$ cat config.mk
export PLATFORM = sky130hd
export DESIGN_NAME = sys_rx_cmd_ctrl_flat
export DESIGN_NICKNAME = d
export VERILOG_FILES = /design/src/rtl/sys_rx_cmd_ctrl_if.sv /design/src/rtl/sys_rx_cmd_ctrl.sv /design/src/flat_wrapper.sv
export SDC_FILE = /design/constraint.sdc
export NUM_CORES = 1
export LEC_CHECK = 0
export ABC_AREA = 1
export CAP_MARGIN = 20
export CORE_MARGIN = 4
export CORE_UTILIZATION = 46
export DETAILED_ROUTE_END_ITERATION = 10
export GPL_TIMING_DRIVEN = 1
export HOLD_SLACK_MARGIN = 0.1
export PLACE_DENSITY = 0.81
export SLEW_MARGIN = 20
export SYNTH_ARGS = -nofsm -noshare
export SYNTH_HDL_FRONTEND = slang
export SYNTH_SLANG_ARGS = --single-unit
$ cat constraint.sdc
create_clock -name CLK -period 2 [get_ports CLK]
set_input_delay 0.6 -clock CLK [delete_from_list [all_inputs] [get_ports CLK]]
set_output_delay 0.6 -clock CLK [all_outputs]
set_load 0.01 [all_outputs]
$ cat src/rtl/sys_rx_cmd_ctrl_if.sv
// Purpose: bundles the UART-RX, register-file and UART-TX signals of the command controller.
// Latency: none (wiring only).
// Backpressure: TX_BUSY is the only stall input; RX bytes and RF read data are unthrottled pulses.
interface sys_rx_cmd_ctrl_if #(
    parameter int DATA_WIDTH = 8,
    parameter int ADDR_WIDTH = 4
);
    logic [DATA_WIDTH-1:0] RX_P_DATA;
    logic                  RX_D_VALID;
    logic                  RX_FRM_ERR;
    logic [ADDR_WIDTH-1:0] RF_Address;
    logic [DATA_WIDTH-1:0] RF_WrData;
    logic                  RF_WrEn;
    logic                  RF_RdEn;
    logic [DATA_WIDTH-1:0] RF_RdData;
    logic                  RF_RdData_Valid;
    logic                  TX_BUSY;
    logic [DATA_WIDTH-1:0] TX_P_DATA;
    logic                  TX_D_VALID;
    logic                  CMD_ERR;

    // Controller side: consumes RX bytes and RF read data, drives RF strobes and TX requests.
    modport master (
        input  RX_P_DATA, RX_D_VALID, RX_FRM_ERR, RF_RdData, RF_RdData_Valid, TX_BUSY,
        output RF_Address, RF_WrData, RF_WrEn, RF_RdEn, TX_P_DATA, TX_D_VALID, CMD_ERR
    );

    // Environment side: UART receiver, register file and UART transmitter.
    modport slave (
        output RX_P_DATA, RX_D_VALID, RX_FRM_ERR, RF_RdData, RF_RdData_Valid, TX_BUSY,
        input  RF_Address, RF_WrData, RF_WrEn, RF_RdEn, TX_P_DATA, TX_D_VALID, CMD_ERR
    );
endinterface

$ cat src/rtl/sys_rx_cmd_ctrl.sv
// Purpose: decodes 0xAA (write) / 0xBB (read) register-file command frames from UART RX bytes.
// Latency: RF strobe 1 cycle after the last command byte; TX request 1 cycle after TX_BUSY is seen low.
// Backpressure: waits indefinitely in TX_SEND while TX_BUSY=1; RX bytes arriving while busy are dropped.
module sys_rx_cmd_ctrl #(
    parameter int DATA_WIDTH = 8,
    parameter int ADDR_WIDTH = 4,
    parameter int RD_TIMEOUT = 16
) (
    input  logic              CLK,
    input  logic              RST,
    sys_rx_cmd_ctrl_if.master bus
);
    localparam int CNT_W = $clog2(RD_TIMEOUT + 1);
    localparam logic [DATA_WIDTH-1:0] CMD_WR   = DATA_WIDTH'('hAA);
    localparam logic [DATA_WIDTH-1:0] CMD_RD   = DATA_WIDTH'('hBB);
    localparam logic [CNT_W-1:0]      CNT_LAST = CNT_W'(RD_TIMEOUT - 1);

    typedef enum logic [2:0] {
        IDLE, WR_ADDR, WR_DATA, WR_EXEC, RD_ADDR, RD_EXEC, RD_WAIT, TX_SEND
    } state_t;

    state_t                state_q, state_nxt;
    logic [ADDR_WIDTH-1:0] addr_q, addr_nxt;
    logic [DATA_WIDTH-1:0] wr_dat_q, wr_dat_nxt;
    logic [DATA_WIDTH-1:0] tx_dat_q, tx_dat_nxt;
    logic                  wr_en_q, wr_en_nxt;
    logic                  rd_en_q, rd_en_nxt;
    logic                  tx_vld_q, tx_vld_nxt;
    logic                  err_q, err_nxt;
    logic [CNT_W-1:0]      cnt_q, cnt_nxt;
    logic                  addr_ok;

    // An address byte is legal only when every bit above the RF address width is zero.
    assign addr_ok = ~|bus.RX_P_DATA[DATA_WIDTH-1:ADDR_WIDTH];

    // Next-state decode; all outputs are computed here and registered below.
    always_comb begin
        state_nxt  = state_q;
        addr_nxt   = addr_q;
        wr_dat_nxt = wr_dat_q;
        tx_dat_nxt = tx_dat_q;
        wr_en_nxt  = 1'b0;
        rd_en_nxt  = 1'b0;
        tx_vld_nxt = 1'b0;
        err_nxt    = 1'b0;
        cnt_nxt    = cnt_q;
        case (state_q)
            IDLE: begin
                // Unknown opcodes and framing errors are silently ignored here.
                if (bus.RX_D_VALID) begin
                    if (bus.RX_P_DATA == CMD_WR)      state_nxt = WR_ADDR;
                    else if (bus.RX_P_DATA == CMD_RD) state_nxt = RD_ADDR;
                end
            end
            WR_ADDR, RD_ADDR: begin
                // A framing error beats a coincident byte.
                if (bus.RX_FRM_ERR) begin
                    err_nxt   = 1'b1;
                    state_nxt = IDLE;
                end else if (bus.RX_D_VALID) begin
                    if (!addr_ok) begin
                        err_nxt   = 1'b1;
                        state_nxt = IDLE;
                    end else begin
                        addr_nxt = bus.RX_P_DATA[ADDR_WIDTH-1:0];
                        if (state_q == WR_ADDR) begin
                            state_nxt = WR_DATA;
                        end else begin
                            // Count from the RdEn cycle so the timeout is measured from the strobe.
                            rd_en_nxt = 1'b1;
                            cnt_nxt   = '0;
                            state_nxt = RD_EXEC;
                        end
                    end
                end
            end
            WR_DATA: begin
                if (bus.RX_FRM_ERR) begin
                    err_nxt   = 1'b1;
                    state_nxt = IDLE;
                end else if (bus.RX_D_VALID) begin
                    wr_dat_nxt = bus.RX_P_DATA;
                    wr_en_nxt  = 1'b1;
                    state_nxt  = WR_EXEC;
                end
            end
            WR_EXEC: state_nxt = IDLE;
            RD_EXEC: begin
                cnt_nxt   = cnt_q + CNT_W'(1);
                state_nxt = RD_WAIT;
            end
            RD_WAIT: begin
                // Read data wins over a timeout in the same cycle.
                if (bus.RF_RdData_Valid) begin
                    tx_dat_nxt = bus.RF_RdData;
                    state_nxt  = TX_SEND;
                end else if (cnt_q == CNT_LAST) begin
                    err_nxt   = 1'b1;
                    state_nxt = IDLE;
                end else begin
                    cnt_nxt = cnt_q + CNT_W'(1);
                end
            end
            TX_SEND: begin
                if (!bus.TX_BUSY) begin
                    tx_vld_nxt = 1'b1;
                    state_nxt  = IDLE;
                end
            end
            default: state_nxt = IDLE;
        endcase
    end

    // State, counter and output registers; reset drops any partial command and pending strobes.
    always_ff @(posedge CLK) begin
        if (RST) begin
            state_q  <= IDLE;
            addr_q   <= '0;
            wr_dat_q <= '0;
            tx_dat_q <= '0;
            wr_en_q  <= 1'b0;
            rd_en_q  <= 1'b0;
            tx_vld_q <= 1'b0;
            err_q    <= 1'b0;
            cnt_q    <= '0;
        end else begin
            state_q  <= state_nxt;
            addr_q   <= addr_nxt;
            wr_dat_q <= wr_dat_nxt;
            tx_dat_q <= tx_dat_nxt;
            wr_en_q  <= wr_en_nxt;
            rd_en_q  <= rd_en_nxt;
            tx_vld_q <= tx_vld_nxt;
            err_q    <= err_nxt;
            cnt_q    <= cnt_nxt;
        end
    end

    assign bus.RF_Address = addr_q;
    assign bus.RF_WrData  = wr_dat_q;
    assign bus.RF_WrEn    = wr_en_q;
    assign bus.RF_RdEn    = rd_en_q;
    assign bus.TX_P_DATA  = tx_dat_q;
    assign bus.TX_D_VALID = tx_vld_q;
    assign bus.CMD_ERR    = err_q;
endmodule

$ cat src/flat_wrapper.sv
// flat-port wrapper written by rule: the top's interface ports become plain ports
module sys_rx_cmd_ctrl_flat 
#(
    parameter int DATA_WIDTH = 8,
    parameter int ADDR_WIDTH = 4,
    parameter int RD_TIMEOUT = 16
)
  (CLK, RST, bus_RX_P_DATA, bus_RX_D_VALID, bus_RX_FRM_ERR, bus_RF_RdData, bus_RF_RdData_Valid, bus_TX_BUSY, bus_RF_Address, bus_RF_WrData, bus_RF_WrEn, bus_RF_RdEn, bus_TX_P_DATA, bus_TX_D_VALID, bus_CMD_ERR);
  sys_rx_cmd_ctrl_if #(.DATA_WIDTH(DATA_WIDTH), .ADDR_WIDTH(ADDR_WIDTH)) bus_i ();
  input  logic CLK;
  input  logic RST;
  input wire logic [$bits(bus_i.RX_P_DATA)-1:0] bus_RX_P_DATA;
  input wire logic [$bits(bus_i.RX_D_VALID)-1:0] bus_RX_D_VALID;
  input wire logic [$bits(bus_i.RX_FRM_ERR)-1:0] bus_RX_FRM_ERR;
  input wire logic [$bits(bus_i.RF_RdData)-1:0] bus_RF_RdData;
  input wire logic [$bits(bus_i.RF_RdData_Valid)-1:0] bus_RF_RdData_Valid;
  input wire logic [$bits(bus_i.TX_BUSY)-1:0] bus_TX_BUSY;
  output wire logic [$bits(bus_i.RF_Address)-1:0] bus_RF_Address;
  output wire logic [$bits(bus_i.RF_WrData)-1:0] bus_RF_WrData;
  output wire logic [$bits(bus_i.RF_WrEn)-1:0] bus_RF_WrEn;
  output wire logic [$bits(bus_i.RF_RdEn)-1:0] bus_RF_RdEn;
  output wire logic [$bits(bus_i.TX_P_DATA)-1:0] bus_TX_P_DATA;
  output wire logic [$bits(bus_i.TX_D_VALID)-1:0] bus_TX_D_VALID;
  output wire logic [$bits(bus_i.CMD_ERR)-1:0] bus_CMD_ERR;
  assign bus_i.RX_P_DATA = bus_RX_P_DATA;
  assign bus_i.RX_D_VALID = bus_RX_D_VALID;
  assign bus_i.RX_FRM_ERR = bus_RX_FRM_ERR;
  assign bus_i.RF_RdData = bus_RF_RdData;
  assign bus_i.RF_RdData_Valid = bus_RF_RdData_Valid;
  assign bus_i.TX_BUSY = bus_TX_BUSY;
  assign bus_RF_Address = bus_i.RF_Address;
  assign bus_RF_WrData = bus_i.RF_WrData;
  assign bus_RF_WrEn = bus_i.RF_WrEn;
  assign bus_RF_RdEn = bus_i.RF_RdEn;
  assign bus_TX_P_DATA = bus_i.TX_P_DATA;
  assign bus_TX_D_VALID = bus_i.TX_D_VALID;
  assign bus_CMD_ERR = bus_i.CMD_ERR;
  sys_rx_cmd_ctrl #(.DATA_WIDTH(DATA_WIDTH), .ADDR_WIDTH(ADDR_WIDTH), .RD_TIMEOUT(RD_TIMEOUT)) u_core (.CLK(CLK), .RST(RST), .bus(bus_i));
endmodule
==> flow_summary.json <==
{
  "finalCritPeriodShare_pct": 92.6,
  "r2r_cells": 11,
  "syn-mean-instance-area_um2": 6.95,
  "ys_seq_area_share_pct": 41.5,
  "criticalPathCategory": "flop to primary output",
  "yosys-top-cells-count": "nand2_1, nor2_1, dfxtp_1, a21oi_1, inv_1",
  "swShare_pct": 33.0,
  "cp-start-kind": "flop",
  "synth_edf_count": 0,
  "syn_nets": 246,
  "final_layout_size_suffix_gt1_share_pct": 10.4,
  "clk_pin_slew_worst_paths_ns": 0.11,
  "dr_wl_met3_um": 209,
  "pwr-share-seq_pct": 42.8,
  "reg2reg_to": "u_core.state_q[0]",
  "r2r_slack_ns": 0.31,
  "outcome": "finished, final reports clean",
  "viasPerCell": 4.89,
  "num-nets-final": 301,
  "wire_per_inst_um": 12.2,
  "grt_pass1_vias": 1497,
  "cts_root_buf": "clkbuf_4",
  "track_usage_pct": 19.5,
  "hpwl_um": 3040,
  "yosysMostFrequentCell": "nand2_1",
  "antenna_found_initial": 0,
  "rows": 20,
  "fin_crit_ns": 1.85,
  "holdPathStages": 2,
  "drt_first_pass_iters": 4,
  "postCtsResizedCells": 0,
  "synth_area_leaders": "dfxtp_1, nand2_1, nor2_1",
  "path_cells": "clkdlybuf4s50_1",
  "p_clk_share_pct": 29.0,
  "cp-startpoint": "u_core.bus.RF_Address[0]",
  "hp-class": "flop to flop",
  "holdWs_ns": 0.469,
  "place.gp.congestion": 0.916,
  "ys_ff_latch": 32,
  "rsz0062_at_grt": "no",
  "slew_violations": 0,
  "n_fill_cell": 263,
  "post_cts_buffers": 0,
  "drt_iter0_markers": 105,
  "final-setup-viol-count": 0,
  "cap_viol_max_count": 0,
  "portBuffers": 45,
  "grt.overflow.total": 0,
  "met1Wirelength_um": 1840,
  "grt_first_pass_wirelength_um": 6420,
  "num_vias": 1573,
  "netlist_instances": 222,
  "cp_num_cells": 1,
  "synthDistinctLibCells": 26,
  "path_buf_inv": 1,
  "internal_power_uw": 1140,
  "cp_max_fo": 2,
  "h-tree-depth": 2,
  "whs_endpoint": "u_core.bus.TX_P_DATA[2]",
  "syn_to_final_growth_pct": 39.6,
  "wl_met2_um": 1770,
  "fp.dieH_um": 65.9,
  "yosysWarnings": 0,
  "dieArea_um2": 4340,
  "ff_latch_area_um2": 641,
  "clk_latency_ns": 0.34,
  "tritoncts": "yes",
  "hp-start": "u_core.bus.TX_P_DATA[2]",
  "synth_top_area_share_pct": 41.5,
  "cts_buffers": 5,
  "cts.path.max_buffers": 2,
  "pin_count": 46,
  "start_util_pct": 49.3,
  "ir_worst_vdd_v": 0.000368,
  "tns_ns": 0,
  "grt_max_degree": 17,
  "cp_slowest_cell": "clkdlybuf4s50_1",
  "synth.largest_area_cell": "dfxtp_1",
  "synthFlopType": "dfxtp_1",
  "relSlewSlack_pct": 72.5,
  "die_width_um": 65.9,
  "cp-end-kind": "primary output",
  "diodes": 0,
  "p_switching_uw": 560,
  "cpLargestDelayFamily": "buffers and inverters",
  "tightest_slew_ns": 0.412,
  "combPwrFrac_pct": 28.2,
  "finalClockSkew_ns": 0.0157,
  "coreArea_um2": 3130,
  "fmax_ghz": 0.540,
  "wirelength_um": 3920,
  "cts_hold_buf": 0,
  "slowest_delay_ns": 0.55,
  "hold_viol": 0,
  "drc": 0,
  "ant_nets": 0,
  "critical_path_arrival_ns": 1.25,
  "synthArstFlopShare_pct": 0,
  "reg2reg_from": "u_core.cnt_q[1]",
  "multi_input_area_um2": 766,
  "p_per_area_nw_per_um2": 788,
  "p_leak_uw": 0.000872,
  "synth_area_um2": 1540,
  "clkSinkCount": 32,
  "top_layer": "met4",
  "required_ns": 1.40
}
==> routing by layer <==
| metal | GRT usage, % | up-vias |
|---|---|---|
| met5 | 0 | - |
| met4 | 11.4 | 0 |
| met3 | 4.25 | 9 |
| met2 | 30.9 | 54 |
| met1 | 24.1 | 687 |
| li1 | - | 823 |
==> power by group through the flow <==
stage	combinational, µW	sequential, µW	clock [µW]
after floorplan	349	723	0
after global routing	553	733	526
after global placement	465	740	0
after detailed placement	472	741	0
after CTS	478	727	500
final	478	727	491
==> metrics by stage <==
stage / power, µW / setup WS (ns) / util (%) / area (µm²) / std cells
after global placement: 1200 / 0.0670 / 66.3 / 2070 / 314
after global routing: 1810 / 0.0227 / 68.8 / 2150 / 322
final: 1700 / 0.147 / 68.8 / 2150 / 322
after CTS: 1700 / 0.138 / 68.8 / 2150 / 322
after floorplan: 1070 / 0.505 / - / 1540 / 222
after detailed placement: 1210 / 0.0234 / 66.3 / 2070 / 314
==> sequential cells by signal (all words and copies together) (netlist names) <==
name and flops:
u_core.bus.CMD_ERR 1, u_core.bus.RF_WrEn 1, u_core.bus.TX_D_VALID 1, u_core.bus.RF_RdEn 1, u_core.state_q 3, u_core.bus.RF_Address 4
u_core.bus.TX_P_DATA 8, u_core.bus.RF_WrData 8, u_core.cnt_q 5
==> placed cells by master (no fill, tap or decap), types with 2 or more instances in the layout <==
cell type	synthesis	layout
buf_4	1	9
inv_1	22	22
clkdlybuf4s50_1	0	45
ha_1	2	2
dfxtp_1	32	32
nand3_1	13	13
nor2_1	33	33
nor2_4	2	2
nand3b_1	3	3
inv_2	3	3
nand2_2	3	3
a21oi_1	22	22
o21ai_0	14	14
clkbuf_4	0	5
nand4_1	3	3
nand2_1	55	55
==> cell type report <==
type / count / share of cell area [%]
clock buffer: 5 / 1.74
clock inverter: 3 / 1.98
inverter: 25 / 4.36
multi-input combinational: 159 / 35.6
sequential: 32 / 29.8
tap: 44 / 2.56
timing repair buffer: 54 / 24.1
==> how the worst max path moves through the flow <==
stage	slack, ns	end
after floorplan	0.50	u_core.cnt_q[0]
after global placement	0.07	u_core.state_q[0]
after detailed placement	0.02	u_core.state_q[2]
after CTS	0.14	bus_TX_P_DATA[5]
after global routing	0.02	u_core.state_q[0]
final	0.15	bus_RF_Address[0]
==> tightest hold or removal path: stages, from the launching register on <==
cell     delay (ns)
dfxtp_1        0.32
nand2_1        0.06
a21oi_1        0.05
==> logic make-up (layout without fill, tap and decap cells) <==
kind of cell | after synthesis | count (layout) | synth area share, %
flops | 32 | 32 | 41.5
simple gates | 116 | 116 | 33.9
fa+ha+maj | 2 | 2 | 1.62
compound gates | 40 | 40 | 13.5
xor+xnor | 1 | 1 | 0.568
buf+inv | 31 | 87 | 8.84
Power figures use the tool's default switching activity.
==> variant 1, RTL diff (config.mk and constraints unchanged) <==
`tx_dat_q` no longer has a reset.
--- a/src/rtl/sys_rx_cmd_ctrl.sv
+++ b/src/rtl/sys_rx_cmd_ctrl.sv
@@ -119,3 +119,2 @@
             wr_dat_q <= '0;
-            tx_dat_q <= '0;
             wr_en_q  <= 1'b0;
@@ -129,3 +128,2 @@
             wr_dat_q <= wr_dat_nxt;
-            tx_dat_q <= tx_dat_nxt;
             wr_en_q  <= wr_en_nxt;
@@ -136,2 +134,6 @@
         end
+    end
+
+    always_ff @(posedge CLK) begin
+        tx_dat_q <= tx_dat_nxt;
     end
Behaviour: differs if RST is asserted again (counterexample within 10 cycles, from zero or initial values and one cycle with RST high); with RST held inactive, the same outputs for 10 cycles.
==> variant 1 against the original RTL <==
Synthesized area shrank 1.8%; power up 9.8%; setup slack improved by 0.0084 ns; routed wire length decreased by 14%; fmax is 0.45% higher; core utilization is 0.61 points lower; die area decreased by 1.6%; clock skew decreased by 0.0091 ns; sequential cell count is the same; global-route usage fell by 2.2 points; critical endpoint is now bus_RF_WrData[0]; clock power shrank 4.7%; cell area fell by 1.7%.
==> variant 1: results (changes against the original RTL) <==
status=finished, final reports clean; initial antenna violation count=0 (unchanged); post-cts repair resize count=0 (unchanged); DP Wirelength=2640 microns (-13%); leading area contributor after synthesis=dfxtp_1; Worst Path Arrival=1.24 ns; Setup WS pre-CTS=0.0142 ns (-0.00919 ns); LEAKAGE=0.000905 uW (+3.8%); Ys Warns=0 (unchanged); gr usage total=0.173 (-0.0224); vias per cell=4.80 (-1.7%); DR pass1 iterations=4 (unchanged); RD Place Congestion=0.898 (-1.9%); first-pass GRT wire length=5590 microns (-13%); Post-synth EDFFs=8 (+8); Setup Buffers After CTS=0 (unchanged); share of cells above drive strength 1=0.154 (+0.0502); Final Net Count=269 (-11%); setup TNS=0 ns (unchanged); syn nets=214 (-13%); latest clock arrival within the worst-skew pair=0.32 ns (-0.02 ns); post-synth cell types=28 (+7.7%); Critical Path Fanout Max=2 (unchanged); post-synthesis sequential area ratio=0.476 (+0.0604); Slowest cell on crit path=clkdlybuf4s50_1; largest net degree at the start of global routing=19 (+2); Max Clock Skew=0.00653 ns (-0.00915 ns); CP peak stage delay=0.56 ns; CTS Buf Count=5 (unchanged); final WL=3370 microns (-14%); Slew headroom=0.708 (-0.0163); Max Root-Sink Buffers=2 (unchanged); Commonest cells post-synth=nand2_1 (36), nor2_1 (30), dfxtp_1 (24), inv_1 (18), a21oi_1 (13); Area contributors post-synth=dfxtp_1 (32%), edfxtp_1 (16%), nand2_1 (8.9%), nor2_1 (7.4%), inv_1 (4.5%); Largest delay share family, worst path=buffers and inverters; number of antenna diodes=0 (unchanged); number of DRC markers in iteration 0=112 (+6.7%); Synth async-reset ratio=0 (unchanged); depth of the CTS H-tree=2 (unchanged); PortBufs=45 (unchanged); filler instances=258 (-1.9%); Worst-path clk slew=0.09 ns (-0.02 ns); worst vdd ir=475 uV (+29%); vias in the first global route=1300 (-13%); final setup violation count=0 (unchanged); Hold WC Path Type=reg2reg; CTS root buffer=clkbuf_4
[variant 1: cell families after synthesis]
group           synth area share
simple gates               0.280
compound gates             0.127
flops                      0.476
buf+inv                   0.0950
fa+ha+maj                 0.0165
xor+xnor                 0.00578
[variant 1: layout make-up]
cell class | count | share of cell area
inverter | 25 | 0.0467
timing repair buffer | 52 | 0.243
sequential | 32 | 0.340
tap | 44 | 0.0260
multi-input combinational | 129 | 0.307
clock inverter | 2 | 0.0165
clock buffer | 6 | 0.0195
[variant 1: through the flow]
| step | area, sq um | cells |
|---|---|---|
| floorplan | 1520 | 190 |
| global placement | 2040 | 282 |
| detailed placement | 2040 | 282 |
| CTS | 2120 | 290 |
| global route | 2120 | 290 |
| finish | 2120 | 290 |
[variant 1: final timing paths]
path | from | endpoint | slack, ns | cells after the start
min | u_core.cnt_q[3] | u_core.cnt_q[3] | 0.49 | 2
min reg2reg | u_core.cnt_q[3] | u_core.cnt_q[3] | 0.49 | 2
max reg2reg | u_core.cnt_q[0] | u_core.state_q[1] | 0.38 | 11
max | u_core.bus.RF_WrData[0] | bus_RF_WrData[0] | 0.16 | 1
[variant 1: where the power goes]
part           internal (uW)  switching, uW
clock network            262            206
logic                    237            349
registers                727           82.1
[variant 1: per-layer routing]
| metal | share of wire | GRT usage | wire (microns) |
|---|---|---|---|
| met1 | 0.46 | 0.206 | 1540 |
| met5 | 0 | 0 | 0 |
| met3 | 0.11 | 0.0906 | 362 |
| met4 | 0.013 | 0.0466 | 44 |
| met2 | 0.42 | 0.271 | 1430 |
==> variant 2, RTL diff (same flow settings) <==
Made on the original files. `RD_TIMEOUT` is set to 16 in 2 places; all go to 64.
--- a/src/rtl/sys_rx_cmd_ctrl.sv
+++ b/src/rtl/sys_rx_cmd_ctrl.sv
@@ -6,3 +6,3 @@
     parameter int ADDR_WIDTH = 4,
-    parameter int RD_TIMEOUT = 16
+    parameter int RD_TIMEOUT = 64
 ) (
--- a/src/flat_wrapper.sv
+++ b/src/flat_wrapper.sv
@@ -5,3 +5,3 @@
     parameter int ADDR_WIDTH = 4,
-    parameter int RD_TIMEOUT = 16
+    parameter int RD_TIMEOUT = 64
 )
Behaviour: same outputs for any inputs over 10 cycles, from zero or initial values and one cycle with RST high; that may be too few to reach the edited logic, so the function may still have changed.
==> variant 2 against the original RTL <==
Sequential cell count rose by 2; worst hold slack got worse by 0.0056 ns; synthesized area rose by 10%; synthesized cell count rose by 11%; first-iteration DRC count rose by 10%; power rose by 21%; die area rose by 8.9%; fmax rose by 4.4%; cell area rose by 6.4%; setup slack improved by 0.078 ns; combinational power rose by 62%; routed wire length rose by 3.9%.
==> variant 2: results (changes against the original RTL) <==
status=finished, final reports clean; Placed Cells=337 (+7.3%); R2R Setup Slk=0.44 ns (+0.13 ns); Worst-path clk slew=0.06 ns (-0.05 ns); Worst Hold Launch=u_core.bus.TX_P_DATA[5]; XOR/XNOR Fraction of Synth Area=0.00515 (-0.000523); number of DRC markers in iteration 0=116 (+10%); Avg Inst Size Synth=6.91 sq um (-0.61%); worst hold endpoint=u_core.bus.TX_P_DATA[5]; syn nets=269 (+9.3%); Worst Path Arrival=1.17 ns (-0.08 ns); largest net degree at the start of global routing=19 (+2); hold path cells=2 (unchanged); worst setup path endpoint=bus_RF_WrData[4]; Synth async-reset ratio=0 (unchanged); Area contributors post-synth=dfxtp_1 (40%), nand2_1 (12%), nor2_1 (8.8%), a21oi_1 (6.2%), nand3_1 (6.2%); Slew headroom=0.674 (-0.0507); non-filler cells, final=344 (+6.8%); worst r2r src=u_core.cnt_q[0]; routed len/inst=11.9 microns (-2.7%); vias=1711 (+8.8%); LEAKAGE=0.000916 uW (+5.0%); worst vdd ir=546 uV (+48%); post-synthesis sequential area ratio=0.401 (-0.0147); DP Wirelength=3060 microns (+0.86%); worst r2r path cells=9 (-2); depth of the CTS H-tree=2 (unchanged); gr usage total=0.184 (-0.0111); compound-gate portion of the synthesized area=0.138 (+0.00300); RD Place Congestion=0.838 (-8.5%); Commonest cells post-synth=nand2_1 (53), nor2_1 (40), dfxtp_1 (34), a21oi_1 (21), nand3_1 (21); Adder-Cell Fraction of Synth Area=0.00736 (-0.00886); CTS root buffer=clkbuf_8; switching power=781 uW (+40%); Final Net Count=321 (+6.6%); Worst setup startpoint=u_core.bus.RF_WrData[4]; number of antenna diodes=0 (unchanged); vias in the first global route=1537 (+2.7%); hold_buf cts=0 (unchanged); Max Clock Skew=0.00219 ns (-0.0135 ns); post-synth cell types=29 (+12%); share of cells above drive strength 1=0.104 (-0.000290); initial antenna violation count=0 (unchanged); latest clock arrival within the worst-skew pair=0.28 ns (-0.06 ns); first-pass GRT wire length=6440 microns (+0.42%)
## variant 2: cell types whose count changed after synthesis, moves of 4 or more
cell / delta
nand3_1: +8
nor2_1: +7
nand3_2: +5
nand4_1: +5
inv_1: -4
## variant 2: cell type report
class / count / area (sq um)
multi-input combinational: 180 / 878
clock buffer: 7 / 76.3
tap: 46 / 57.6
inverter: 25 / 96.3
timing repair buffer: 52 / 503
sequential: 34 / 681
fill: 311 / 1150
## variant 2: power by group through the flow
stage | combinational [uW] | sequential (uW) | clock, uW
6_report | 774 | 814 | 460
2_1_floorplan | 580 | 804 | 0
4_1_cts | 773 | 812 | 475
5_1_grt | 863 | 820 | 492
3_3_place_gp | 761 | 824 | 0
3_5_place_dp | 768 | 824 | 0
## variant 2: cells by family (layout without fill, tap and decap cells)
group                    Yosys count  after routing
AND/OR/NAND/NOR                  134            134
AO/OA/AOI/OAI                     44             44
flip-flops                        34             34
buffers and inverters             32             84
adder cells (fa/ha/maj)            1              1
XOR/XNOR                           1              1
## variant 2: metal layers
layer	wire [microns]	track usage
met5	0	0
met4	86	0.102
met2	1880	0.300
met3	209	0.0454
met1	1900	0.220
## variant 2: through the flow
| step | setup slack (ns) | power, uW | hold WS (ns) | cell area [sq um] | util |
|---|---|---|---|---|---|
| after global placement | -0.0134 | 1590 | 0.450 | 2220 | 0.644 |
| final | 0.225 | 2050 | 0.464 | 2290 | 0.666 |
| after global routing | 0.0755 | 2170 | 0.475 | 2290 | 0.666 |
| after floorplan | 0.517 | 1380 | 0.463 | 1700 | - |
| after CTS | 0.211 | 2060 | 0.465 | 2290 | 0.666 |
| after detailed placement | -0.0420 | 1590 | 0.455 | 2220 | 0.644 |
